File: config.mk
export PLATFORM = sky130hd
export DESIGN_NAME = booth_mul_sched
export DESIGN_NICKNAME = d
export VERILOG_FILES = /design/src/rtl/booth_pkg.sv /design/src/rtl/booth_resp_fifo.sv /design/src/rtl/booth_mul_sched.sv
export SDC_FILE = /design/constraint.sdc
export NUM_CORES = 1
export LEC_CHECK = 0
export BUFFER_PORTS_ARGS = -buffer_cell sky130_fd_sc_hd__buf_4
export CORE_MARGIN = 3
export CORE_UTILIZATION = 60
export CTS_CLUSTER_SIZE = 10
export DETAILED_ROUTE_END_ITERATION = 6
export PLACE_DENSITY = 0.81
export SYNTH_ARGS = -nofsm -noshare
export SYNTH_HDL_FRONTEND = slang
export SYNTH_HIERARCHICAL = 1
export SYNTH_SLANG_ARGS = --single-unit
export TNS_END_PERCENT = 20
File: constraint.sdc
create_clock -name clk -period 3.7 [get_ports clk]
set_clock_uncertainty 0.15 [all_clocks]
set_input_delay 0.74 -clock clk [delete_from_list [all_inputs] [get_ports clk]]
set_output_delay 0.74 -clock clk [all_outputs]
set_load 0.005 [all_outputs]
File: src/rtl/booth_pkg.sv
`default_nettype none
// ============================================================================
// Module      : booth_pkg
// Description : Shared constants and the response record for the Booth
//               multiplier scheduler.
// Revision    : 1.0 - initial release
// ============================================================================
package booth_pkg;

   // Default operand width and multiplier latency for booth_mul_sched
   localparam int c_default_width   = 11;
   localparam int c_default_mul_lat = 2;

   // Widest operand the response record can carry; the product field is
   // sized for it so one record type serves every WIDTH up to this value.
   localparam int c_max_width       = 32;

   typedef struct packed {
      logic                       id;
      logic [2*c_max_width-1:0]   p;
   } resp_t;

endpackage
`default_nettype wire

File: src/rtl/booth_resp_fifo.sv
`default_nettype none
// ============================================================================
// Module      : booth_resp_fifo
// Description : Response buffer for booth_mul_sched. Power-of-two depth,
//               simultaneous push/pop allowed, head shown combinationally.
// Revision    : 1.0 - initial release
// ============================================================================
module booth_resp_fifo
   import booth_pkg::*;
#(
   parameter int DEPTH = 4
) (
   input  logic                     clk,
   input  logic                     rst,
   input  logic                     i_push,
   input  resp_t                    i_data,
   input  logic                     i_pop,
   output logic                     o_valid,
   output resp_t                    o_head,
   output logic [$clog2(DEPTH):0]   o_count
);

   localparam int c_ptr_w = $clog2(DEPTH);

   resp_t                 r_mem [DEPTH];
   logic [c_ptr_w-1:0]    r_wr;
   logic [c_ptr_w-1:0]    r_rd;
   logic [c_ptr_w:0]      r_count;
   logic                  w_pop;

   // A pop request against an empty buffer is ignored
   assign w_pop = i_pop && (r_count != '0);

   // Storage write; contents are only observed through the gated head
   always_ff @(posedge clk) begin
      if (i_push) begin
         r_mem[r_wr] <= i_data;
      end
   end

   // Pointers wrap naturally because DEPTH is a power of two
   always_ff @(posedge clk or posedge rst) begin
      if (rst) begin
         r_wr    <= '0;
         r_rd    <= '0;
         r_count <= '0;
      end else begin
         if (i_push) begin
            r_wr <= r_wr + c_ptr_w'(1);
         end
         if (w_pop) begin
            r_rd <= r_rd + c_ptr_w'(1);
         end
         case ({i_push, w_pop})
            2'b10:   r_count <= r_count + (c_ptr_w+1)'(1);
            2'b01:   r_count <= r_count - (c_ptr_w+1)'(1);
            default: r_count <= r_count;
         endcase
      end
   end

   assign o_valid = (r_count != '0);
   assign o_head  = o_valid ? r_mem[r_rd] : '0;
   assign o_count = r_count;

endmodule
`default_nettype wire

File: src/rtl/booth_mul_sched.sv
`default_nettype none
// ============================================================================
// Module      : booth_mul_sched
// Description : Two-requester issue scheduler for a fixed-latency Booth/Dadda
//               multiplier. Credit-based flow control guarantees that every
//               issued operation has a slot in the response FIFO.
//               Define BOOTH_SCHED_RR_EN for round-robin arbitration;
//               otherwise requester 0 has fixed priority.
// Revision    : 1.0 - initial release
// ============================================================================
module booth_mul_sched
   import booth_pkg::*;
#(
   parameter int WIDTH      = c_default_width,
   parameter int MUL_LAT    = c_default_mul_lat,
   parameter int FIFO_DEPTH = 4
) (
   input  logic                 clk,
   input  logic                 rst,
   input  logic                 req0_valid,
   output logic                 req0_ready,
   input  logic [WIDTH-1:0]     req0_a,
   input  logic [WIDTH-1:0]     req0_b,
   input  logic                 req1_valid,
   output logic                 req1_ready,
   input  logic [WIDTH-1:0]     req1_a,
   input  logic [WIDTH-1:0]     req1_b,
   output logic                 mul_start,
   output logic [WIDTH-1:0]     mul_a,
   output logic [WIDTH-1:0]     mul_b,
   input  logic [2*WIDTH-1:0]   mul_p,
   output logic                 resp_valid,
   input  logic                 resp_ready,
   output logic                 resp_id,
   output logic [2*WIDTH-1:0]   resp_p
);

   localparam int c_cnt_w = $clog2(FIFO_DEPTH) + 1;
   localparam int c_sum_w = $clog2(FIFO_DEPTH + MUL_LAT + 2) + 1;

   logic                  w_prefer0;
   logic                  w_grant1;
   logic                  w_credit;
   logic                  w_accept;
   logic [c_sum_w-1:0]    w_inflight;
   logic [c_cnt_w-1:0]    w_fifo_count;
   logic                  r_mul_start;
   logic [WIDTH-1:0]      r_mul_a;
   logic [WIDTH-1:0]      r_mul_b;
   logic [MUL_LAT:0]      r_trk_v;
   logic [MUL_LAT:0]      r_trk_id;
   resp_t                 w_push_data;
   resp_t                 w_head;
   logic                  w_fifo_valid;

`ifdef BOOTH_SCHED_RR_EN
   // r_last_id is the last accepted requester; reset to 1 so requester 0 wins first
   logic r_last_id;

   // Round-robin pointer moves only on an accepted handshake
   always_ff @(posedge clk or posedge rst) begin
      if (rst) begin
         r_last_id <= 1'b1;
      end else if (w_accept) begin
         r_last_id <= w_grant1;
      end
   end

   assign w_prefer0 = r_last_id;
`else
   assign w_prefer0 = 1'b1;
`endif

   // Count operations currently travelling through the multiplier
   always_comb begin
      w_inflight = '0;
      for (int i = 0; i <= MUL_LAT; i++) begin
         w_inflight = w_inflight + c_sum_w'(r_trk_v[i]);
      end
   end

   // Every in-flight op already owns a FIFO slot, so the FIFO can never overflow
   assign w_credit = (w_inflight + c_sum_w'(w_fifo_count)) < c_sum_w'(FIFO_DEPTH);

   assign w_grant1   = req1_valid && !(req0_valid && w_prefer0);
   assign req0_ready = !rst && w_credit && req0_valid && !w_grant1;
   assign req1_ready = !rst && w_credit && w_grant1;
   assign w_accept   = (req0_valid && req0_ready) || (req1_valid && req1_ready);

   // Capture the winning operands and pulse the issue strobe for one cycle
   always_ff @(posedge clk or posedge rst) begin
      if (rst) begin
         r_mul_start <= 1'b0;
         r_mul_a     <= '0;
         r_mul_b     <= '0;
      end else begin
         r_mul_start <= w_accept;
         if (w_accept) begin
            r_mul_a <= w_grant1 ? req1_a : req0_a;
            r_mul_b <= w_grant1 ? req1_b : req0_b;
         end
      end
   end

   // Tracker stage k holds the op accepted k edges ago; the last stage lines up with mul_p
   always_ff @(posedge clk or posedge rst) begin
      if (rst) begin
         r_trk_v  <= '0;
         r_trk_id <= '0;
      end else begin
         r_trk_v  <= {r_trk_v[MUL_LAT-1:0], w_accept};
         r_trk_id <= {r_trk_id[MUL_LAT-1:0], w_grant1};
      end
   end

   // Build the FIFO record from the tracker id and the raw product
   always_comb begin
      w_push_data                  = '0;
      w_push_data.id               = r_trk_id[MUL_LAT];
      w_push_data.p[2*WIDTH-1:0]   = mul_p;
   end

   booth_resp_fifo #(
      .DEPTH   (FIFO_DEPTH)
   ) u_resp_fifo (
      .clk     (clk),
      .rst     (rst),
      .i_push  (r_trk_v[MUL_LAT]),
      .i_data  (w_push_data),
      .i_pop   (resp_valid && resp_ready),
      .o_valid (w_fifo_valid),
      .o_head  (w_head),
      .o_count (w_fifo_count)
   );

   // Product bits above 2*WIDTH are always zero in the record
   generate
      if (WIDTH < c_max_width) begin : g_unused_hi
         logic w_unused_hi;
         assign w_unused_hi = ^w_head.p[2*c_max_width-1:2*WIDTH];
      end
   endgenerate

   assign mul_start  = r_mul_start;
   assign mul_a      = r_mul_a;
   assign mul_b      = r_mul_b;
   assign resp_valid = w_fifo_valid;
   assign resp_id    = w_head.id;
   assign resp_p     = w_head.p[2*WIDTH-1:0];

endmodule
`default_nettype wire

==> results of run 1 <==
==> per-layer routing <==
metal	vias up	wire length, um	global-route usage
met5	-	0	0
li1	1460	-	-
met2	123	5733	0.3975
met1	1611	4390	0.2895
met3	20	576	0.07128
met4	0	196	0.07876
==> report_power, final <==
group | leakage (nW) | switching [mW] | internal, mW
sequential | 1.26 | 0.227 | 1.82
clock | 0.287 | 0.632 | 1.03
combinational | 1.21 | 0.709 | 1.01
total | 2.76 | 1.57 | 3.87
==> worst paths after layout <==
kind | end | slack, ps | start | cells after the start
max in group asynchronous | mul_a[10]$_DFFE_PP0P_ | 2390 | rst | 2
worst min register to register | r_trk_id[1]$_DFF_PP0_ | 200 | r_trk_id[0]$_DFF_PP0_ | 0
worst max register to register | u_resp_fifo/o_count[2]$_DFFE_PP0P_ | 880 | u_resp_fifo/o_count[2]$_DFFE_PP0P_ | 9
worst max-delay path | req0_ready | 280 | r_trk_v[2]$_DFF_PP0_ | 8
worst min-delay path | u_resp_fifo/o_count[1]$_DFFE_PP0P_ | 50 | rst | 2
min in group clk | r_trk_id[1]$_DFF_PP0_ | 200 | r_trk_id[0]$_DFF_PP0_ | 0
==> placed cells by master, fill, tap and decap left out <==
cell type	instances
xor2_1	4
nor4b_2	1
and2_2	1
nor3_1	12
nor2_1	1
and2_1	29
inv_6	2
buf_4	126
clkbuf_16	16
clkinv_4	4
dfrtp_2	1
mux2i_1	1
inv_8	1
nor2b_1	1
nor3_4	1
a22oi_1	10
nand2_1	2
o2bb2ai_1	10
clkbuf_8	1
edfxtp_1	92
dfrtp_1	34
buf_12	1
inv_1	26
xnor2_1	2
o211ai_1	1
clkinv_2	2
or3_1	1
bufinv_16	3
o221a_1	6
nand3_1	1
fa_1	2
ha_1	6
o21ai_0	1
nand2_2	1
and3_1	1
mux4_2	23
o221a_2	6
nand3b_4	1
clkinvlp_4	3
a41oi_1	12
==> registers in the layout, summed over array words and instances, names as in the netlist <==
register	flops
u_resp_fifo/o_count	3
u_resp_fifo/r_rd	2
mul_a	11
u_resp_fifo/r_wr	2
u_resp_fifo/r_mem	92
mul_b	11
r_trk_v	3
r_trk_id	3
==> area by class of cell <==
type / instances / share of cell area
sequential: 127 / 0.5284
tap: 105 / 0.01907
clock buffer: 17 / 0.06013
multi-input combinational: 137 / 0.2109
clock inverter: 15 / 0.02707
inverter: 26 / 0.01417
timing repair buffer: 127 / 0.1402
==> stage by stage <==
stage,instances,power [mW]
global placement,522,3.736
detailed placement,522,3.798
finish,554,5.435
floorplan,315,3.084
CTS,554,5.492
global route,554,5.712
==> flow_summary.json, run 1 <==
{
  "worstSkewPairLatency_ps": 510,
  "fin_nets": 515,
  "num_rows": 33,
  "period_share": 0.9252,
  "p_per_area_nw_per_um2": 789.1,
  "rsz0062_at_grt": "false",
  "placed_area_sq_um": 6287,
  "gp_congestion": 0.7622,
  "maxSlewHeadroom": 0.3064,
  "first_pass_iters": 4,
  "drc": 0,
  "syn_inst": 315,
  "drt_iter0_markers": 148,
  "worstSetupEndpointType": "output port",
  "post-dp-hpwl_um": 7109,
  "tritoncts": "done",
  "ctsResizeCount": 0,
  "slowest_delay_ps": 470,
  "fmax_mhz": 292.1,
  "syn-cell-area_sq_um": 5369,
  "track_usage": 0.2348,
  "drive_above_1_share": 0.4321,
  "seqCellArea_sq_um": 3640,
  "syn_area_per_cell_sq_um": 17.04,
  "crit_arrival_ps": 2530,
  "die_area_sq_um": 10120,
  "pin_count": 120,
  "clock-sinks": 127,
  "maxCapViolations": 0,
  "syn2layout_area_growth_pct": 28.29,
  "final_area_sq_um": 6888,
  "initial_utilization": 0.6343,
  "critPathMaxFanout": 17,
  "root_buffer": "clkbuf_8",
  "finalWirelength_um": 10900,
  "fin_util": 0.8137,
  "cts.path.max_buffers": 2,
  "grt_max_degree": 29,
  "setup_slack_ps": 276.8,
  "cpMaxStageDelayCell": "dfrtp_1",
  "cpMostUsedCell": "inv_1",
  "core_sq_um": 8464,
  "finalMaxSlewViolations": 0,
  "cts_hold_buf": 0,
  "antenna_cells": 0,
  "cts_setup_buffers": 0,
  "vias": 3214,
  "multiInputGateArea_sq_um": 1453,
  "htree_levels": 4,
  "ys_warn_count": 6,
  "grt_pass1_wl_um": 17670,
  "start_kind": "register",
  "hp-class": "input pin to async pin",
  "syn_nets": 394,
  "outcome": "finished clean",
  "post_drt_wl_per_cell_um": 19.67,
  "gr-total-overflow": 0,
  "portBuffers": 119,
  "cts_buffers": 17,
  "period_minus_slack_ps": 3423,
  "crit_family": "adder cells",
  "required_ps": 2810,
  "clk_pin_slew_ps": 60,
  "p_leak_nw": 2.759,
  "place_worst_setup_slack_ps": 836.3,
  "fp.dieW_um": 100.6,
  "ir_drop_mv": 0.3877,
  "viasPerCell": 5.801,
  "fillCellCount": 410,
  "grt_pass1_vias": 3541,
  "hold_viol": 0,
  "worst_pin_slew_ps": 1039,
  "antenna_found_initial": 0,
  "path_class": "register to output port",
  "critPathBufInv": 4,
  "crit_chain": "inv_1 -> fa_1 -> inv_1 -> ha_1 -> nand3b_4 -> nand2_1 -> inv_1 -> buf_4",
  "final.setup.tns_ps": 0,
  "drt.antenna.violating_nets": 0,
  "dieHeight_um": 100.6,
  "whs_ps": 47.05,
  "finalSetupViolCount": 0
}
Note: power is estimated with default switching activity, not from simulation.
==> inputs of run 2 (changes only) <==
--- a/config.mk
+++ b/config.mk
@@ -5,12 +5,12 @@
 export SDC_FILE = /design/constraint.sdc
 export NUM_CORES = 1
 export LEC_CHECK = 0
-export BUFFER_PORTS_ARGS = -buffer_cell sky130_fd_sc_hd__buf_4
 export CORE_MARGIN = 3
 export CORE_UTILIZATION = 60
 export CTS_CLUSTER_SIZE = 10
 export DETAILED_ROUTE_END_ITERATION = 6
-export PLACE_DENSITY = 0.81
+export DONT_BUFFER_PORTS = 1
+export PLACE_DENSITY = 0.76
 export SYNTH_ARGS = -nofsm -noshare
 export SYNTH_HDL_FRONTEND = slang
 export SYNTH_HIERARCHICAL = 1
==> run 2 against run 1 <==
Cell count decreased by 21%. Global-route usage shrank 3.1 points. Worst setup slack improved by 130 ps. Power down 11%. Non-clock buffer count fell by 116. Critical path depth fell by 1. Clock power is 5% lower. Count of clock-buffer cells in the layout up 8. Sequential power is essentially flat. Highest routed layer unchanged.
==> flow_summary.json, run 2 (synthesized netlist as in run 1, its figures left out) <==
{
  "pin_count": 120,
  "worstReg2RegStart": "u_resp_fifo/o_count[2]$_DFFE_PP0P_",
  "finalMaxSlewViolations": 0,
  "htree_levels": 4,
  "period_share": 0.8905,
  "rsz0062_at_grt": "false",
  "critPathBufInv": 3,
  "p_leak_nw": 2.186,
  "hold_start": "mul_p[20]",
  "clock-sinks": 127,
  "dieHeight_um": 100.6,
  "cpMaxStageDelayCell": "dfrtp_1",
  "clk_pin_slew_ps": 60,
  "met1_usage": 0.2477,
  "grt.busiest_layer": "met2",
  "tritoncts": "done",
  "worst_pin_slew_ps": 1013,
  "drt.antenna.violating_nets": 0,
  "power_frac_clock": 0.329,
  "finalSetupViolCount": 0,
  "viasPerCell": 6.324,
  "gr-usage-met3": 0.08720,
  "grt_pass1_vias": 2912,
  "post-dp-hpwl_um": 6256,
  "final_common_cell": "edfxtp_1",
  "final_cell_count_no_fill": 438,
  "antenna_cells": 0,
  "core_sq_um": 8464,
  "die_area_sq_um": 10120,
  "power_frac_comb": 0.242,
  "final_area_sq_um": 5981,
  "layout_common_cells": "92 x edfxtp_1, 34 x dfrtp_1, 29 x and2_1",
  "worstSkewPairLatency_ps": 500,
  "fin_nets": 399,
  "num_rows": 33,
  "worst-r2r-cell-count": 10,
  "holdPathEnd": "u_resp_fifo/r_mem[2][20]$_DFFE_PP_",
  "track_usage": 0.2042,
  "p_int_mw": 3.496,
  "crit_chain": "inv_1 -> fa_1 -> inv_1 -> ha_1 -> nand3b_4 -> nand2_1 -> inv_1",
  "outcome": "finished clean",
  "drc": 0,
  "critPathMaxFanout": 17,
  "root_buffer": "clkbuf_8",
  "grt_pass1_wl_um": 15290,
  "crit_arrival_ps": 2400,
  "maxSlewHeadroom": 0.3238,
  "worst_hold_path.num_cells": 0,
  "cts_buffers": 17,
  "gp_congestion": 0.7695,
  "power.switching_mw": 1.341,
  "post_drt_wl_per_cell_um": 22.07,
  "gr-total-overflow": 0,
  "largest_reg_flops": 92,
  "swShare": 0.2772,
  "fp.dieW_um": 100.6,
  "antenna_found_initial": 0,
  "cpMostUsedCell": "inv_1",
  "regMostFlops": "u_resp_fifo/r_mem",
  "fin_util": 0.7066,
  "finalWirelength_um": 9667,
  "power_frac_seq": 0.429,
  "initial_utilization": 0.6343,
  "vias": 2770,
  "p_per_area_nw_per_um2": 808.8,
  "hold_viol": 0,
  "power_mw": 4.837,
  "crit_family": "adder cells",
  "worstSetupEndpointType": "output port",
  "portBuffers": 0,
  "use_met2": 0.3332,
  "grt_max_degree": 29,
  "drt_iter0_markers": 147,
  "first_pass_iters": 4,
  "path_class": "register to output port",
  "syn2layout_area_growth_pct": 11.40,
  "fmax_mhz": 303.5,
  "final.setup.tns_ps": 0,
  "cts.path.max_buffers": 2,
  "period_minus_slack_ps": 3295,
  "hp-class": "input pin to register",
  "required_ps": 2810,
  "placed_area_sq_um": 5396,
  "ir_drop_mv": 0.3395,
  "dp_cells": 405,
  "drive_above_1_share": 0.2132,
  "r2r-end": "u_resp_fifo/o_count[2]$_DFFE_PP0P_",
  "start_kind": "register",
  "ctsResizeCount": 0,
  "ff2ff_setup_slack_ps": 1080,
  "slowest_delay_ps": 470,
  "maxCapViolations": 0
}
[run 2: changes by cell type in the layout (fill, tap and decap cells not counted), moves of 3 or more]
cell / previous run / this run
buf_4: 126 / 10
clkinv_4: 4 / 0
clkinvlp_4: 3 / 0
clkbuf_1: 0 / 6
[run 2: repair_timing]
item / CTS / global route
buffers inserted: 0 / 0
hold buffers: 1 / 0
endpoints found under the hold margin: 7 / 0
[run 2: how the worst max path moves through the flow]
stage | start | end | slack, ps | cells after the start
3_3_place_gp | r_trk_v[2]$_DFF_PP0_ | req0_ready | 1020 | 7
6_report | r_trk_v[2]$_DFF_PP0_ | req0_ready | 410 | 7
3_5_place_dp | r_trk_v[2]$_DFF_PP0_ | req0_ready | 910 | 7
2_1_floorplan | r_trk_v[2]$_DFF_PP0_ | req1_ready | 1090 | 7
5_1_grt | r_trk_v[2]$_DFF_PP0_ | req0_ready | 220 | 7
4_1_cts | r_trk_v[2]$_DFF_PP0_ | req0_ready | 380 | 7
[run 2: layer usage]
layer  part of all wire  up-vias
met4             0.0070        0
li1                   -     1221
met3               0.10        7
met1               0.39     1399
met2               0.50      143
met5                  0        -
[run 2: area by class of cell]
| type | instances | area (sq um) |
|---|---|---|
| Clock buffer | 25 | 464.2 |
| Clock inverter | 7 | 110.1 |
| Fill cell | 521 | 2484 |
| Inverter | 26 | 97.59 |
| Multi-Input combinational cell | 137 | 1453 |
| Sequential cell | 127 | 3640 |
| Tap cell | 105 | 131.4 |
| Timing Repair Buffer | 11 | 85.08 |
[run 2: metrics by stage]
step           hold WS, ps  setup WS (ps)
2_1_floorplan        181.2           1091
3_5_place_dp         188.6          908.3
6_report             183.3          405.1
3_3_place_gp         186.1           1025
5_1_grt              152.7          222.8
4_1_cts              159.8          377.5
[run 2: power groups by stage]
stage	Clock, mW	Combinational (mW)	Sequential [mW]
after floorplan	0	1.10	1.98
after global placement	0	1.16	2.09
final	1.59	1.17	2.08
after CTS	1.62	1.19	2.08
after global routing	1.69	1.28	2.11
after detailed placement	0	1.19	2.09
==> inputs of run 3 (changes only) <==
--- a/config.mk
+++ b/config.mk
@@ -5,7 +5,7 @@
 export SDC_FILE = /design/constraint.sdc
 export NUM_CORES = 1
 export LEC_CHECK = 0
-export CORE_MARGIN = 3
+export CORE_MARGIN = 2
 export CORE_UTILIZATION = 60
 export CTS_CLUSTER_SIZE = 10
 export DETAILED_ROUTE_END_ITERATION = 6
==> run 3 against run 2 <==
Cell area shrank 0.27%. Power down 1.7%. Critical path depth unchanged. Count of clock-buffer cells in the layout shrank 6. Die area fell by 3.9%.
==> flow_summary.json, run 3 (synthesized netlist as in run 1, its figures left out) <==
{
  "finalMaxSlewViolations": 0,
  "final.setup.tns_ps": 0,
  "finalSetupViolCount": 0,
  "r2r-end": "u_resp_fifo/o_count[2]$_DFFE_PP0P_",
  "maxSlewHeadroom": 0.3359,
  "clk_pin_slew_ps": 60,
  "final_area_sq_um": 5964,
  "track_usage": 0.2032,
  "seqCellArea_sq_um": 3640,
  "placed_area_sq_um": 5393,
  "p_leak_nw": 2.163,
  "cts.path.max_buffers": 2,
  "drive_above_1_share": 0.2229,
  "setup_slack_ps": 379.4,
  "maxCapViolations": 0,
  "tritoncts": "done",
  "num_rows": 34,
  "root_buffer": "clkbuf_8",
  "multiInputGateArea_sq_um": 1453,
  "place_worst_setup_slack_ps": 797.2,
  "worstReg2RegStart": "u_resp_fifo/o_count[2]$_DFFE_PP0P_",
  "period_minus_slack_ps": 3321,
  "crit_start": "r_trk_v[2]$_DFF_PP0_",
  "core_sq_um": 8678,
  "worst_pin_slew_ps": 995.0,
  "holdPathEnd": "u_resp_fifo/r_mem[1][19]$_DFFE_PP_",
  "grt_max_degree": 29,
  "largest_reg_flops": 92,
  "clock-sinks": 127,
  "fillCellCount": 580,
  "start_kind": "register",
  "fmax_mhz": 301.1,
  "cts_setup_buffers": 0,
  "ir_drop_mv": 0.3530,
  "worst_hold_path.num_cells": 0,
  "initial_utilization": 0.6187,
  "htree_levels": 4,
  "regMostFlops": "u_resp_fifo/r_mem",
  "drt_iter0_markers": 102,
  "fin_nets": 398,
  "grt_pass1_wl_um": 14840,
  "worstSkewPairLatency_ps": 490,
  "p_per_area_nw_per_um2": 797.6,
  "syn2layout_area_growth_pct": 11.09,
  "antenna_found_initial": 0,
  "dieHeight_um": 98.60,
  "post_drt_wl_per_cell_um": 20.92,
  "fp.dieW_um": 98.60,
  "gp_congestion": 0.7379,
  "first_pass_iters": 4,
  "crit_arrival_ps": 2430,
  "gr-total-overflow": 0,
  "layout_common_cells": "92 x edfxtp_1, 34 x dfrtp_1, 29 x and2_1",
  "ff2ff_setup_slack_ps": 860,
  "whs_ps": 185.5,
  "rsz0062_at_grt": "false",
  "vias": 2725,
  "die_area_sq_um": 9721,
  "period_share": 0.8975,
  "final_common_cell": "edfxtp_1",
  "worst-r2r-cell-count": 9,
  "antenna_cells": 0,
  "grt_pass1_vias": 2911,
  "critPathMaxFanout": 17,
  "power_mw": 4.757,
  "drt.antenna.violating_nets": 0,
  "cts_buffers": 17,
  "path_class": "register to output port",
  "outcome": "finished clean",
  "pin_count": 120,
  "required_ps": 2810,
  "hp-class": "input pin to register",
  "post-dp-hpwl_um": 5928,
  "drc": 0,
  "viasPerCell": 6.193,
  "hold_start": "mul_p[19]",
  "hold_viol": 0,
  "worstSetupEndpointType": "output port",
  "finalWirelength_um": 9205,
  "portBuffers": 0
}
## run 3: changes by cell type in the layout (fill, tap and decap cells not counted)
| cell | delta |
|---|---|
| clkinv_2 | -1 |
| buf_4 | -1 |
| clkbuf_8 | -2 |
| clkbuf_1 | -4 |
| inv_6 | +2 |
| bufinv_16 | -1 |
| clkinvlp_4 | +4 |
| clkinv_4 | +2 |
## run 3: worst max path at each step
stage / endpoint / slack (ps)
finish: req0_ready / 380
global route: req0_ready / 140
CTS: req0_ready / 310
detailed placement: u_resp_fifo/o_count[2]$_DFFE_PP0P_ / 800
global placement: u_resp_fifo/o_count[2]$_DFFE_PP0P_ / 920
floorplan: req1_ready / 1090
## run 3: power breakdown
part	leakage (nW)	switching, mW	internal [mW]
Clock	0.265	0.581	0.959
Sequential	1.26	0.243	1.82
Combinational	0.635	0.544	0.609
Total	2.16	1.37	3.39
## run 3: what timing repair did
item                       4_1_cts  5_1_grt
hold buffers                     1        0
resized for setup                0        0
setup endpoints to repair        0        0
hold endpoints to repair         7        0
## run 3: worst max-delay path, stage by stage, from the launching register on
cell	delay (ps)
dfrtp_1	500
inv_1	90
fa_1	360
inv_1	70
ha_1	250
nand3b_4	200
nand2_1	310
inv_1	160
## run 3: per-stage QoR
step	std cells	util
floorplan	315	-
global placement	407	0.6214
detailed placement	407	0.6214
CTS	440	0.6873
global route	440	0.6873
finish	440	0.6873
## run 3: cell type report
cell class | instances | area share
clock buffer | 19 | 0.07069
clock inverter | 13 | 0.02349
inverter | 26 | 0.01636
multi-input combinational | 137 | 0.2435
sequential | 127 | 0.6102
tap | 108 | 0.02266
timing repair buffer | 10 | 0.01301
## run 3: per-layer routing
layer / global-route usage / routed length (um) / part of all wire
met4: 0.06639 / 58 / 0.0063
met3: 0.07163 / 699 / 0.076
met1: 0.2511 / 3768 / 0.41
met2: 0.3396 / 4678 / 0.51
met5: 0 / 0 / 0
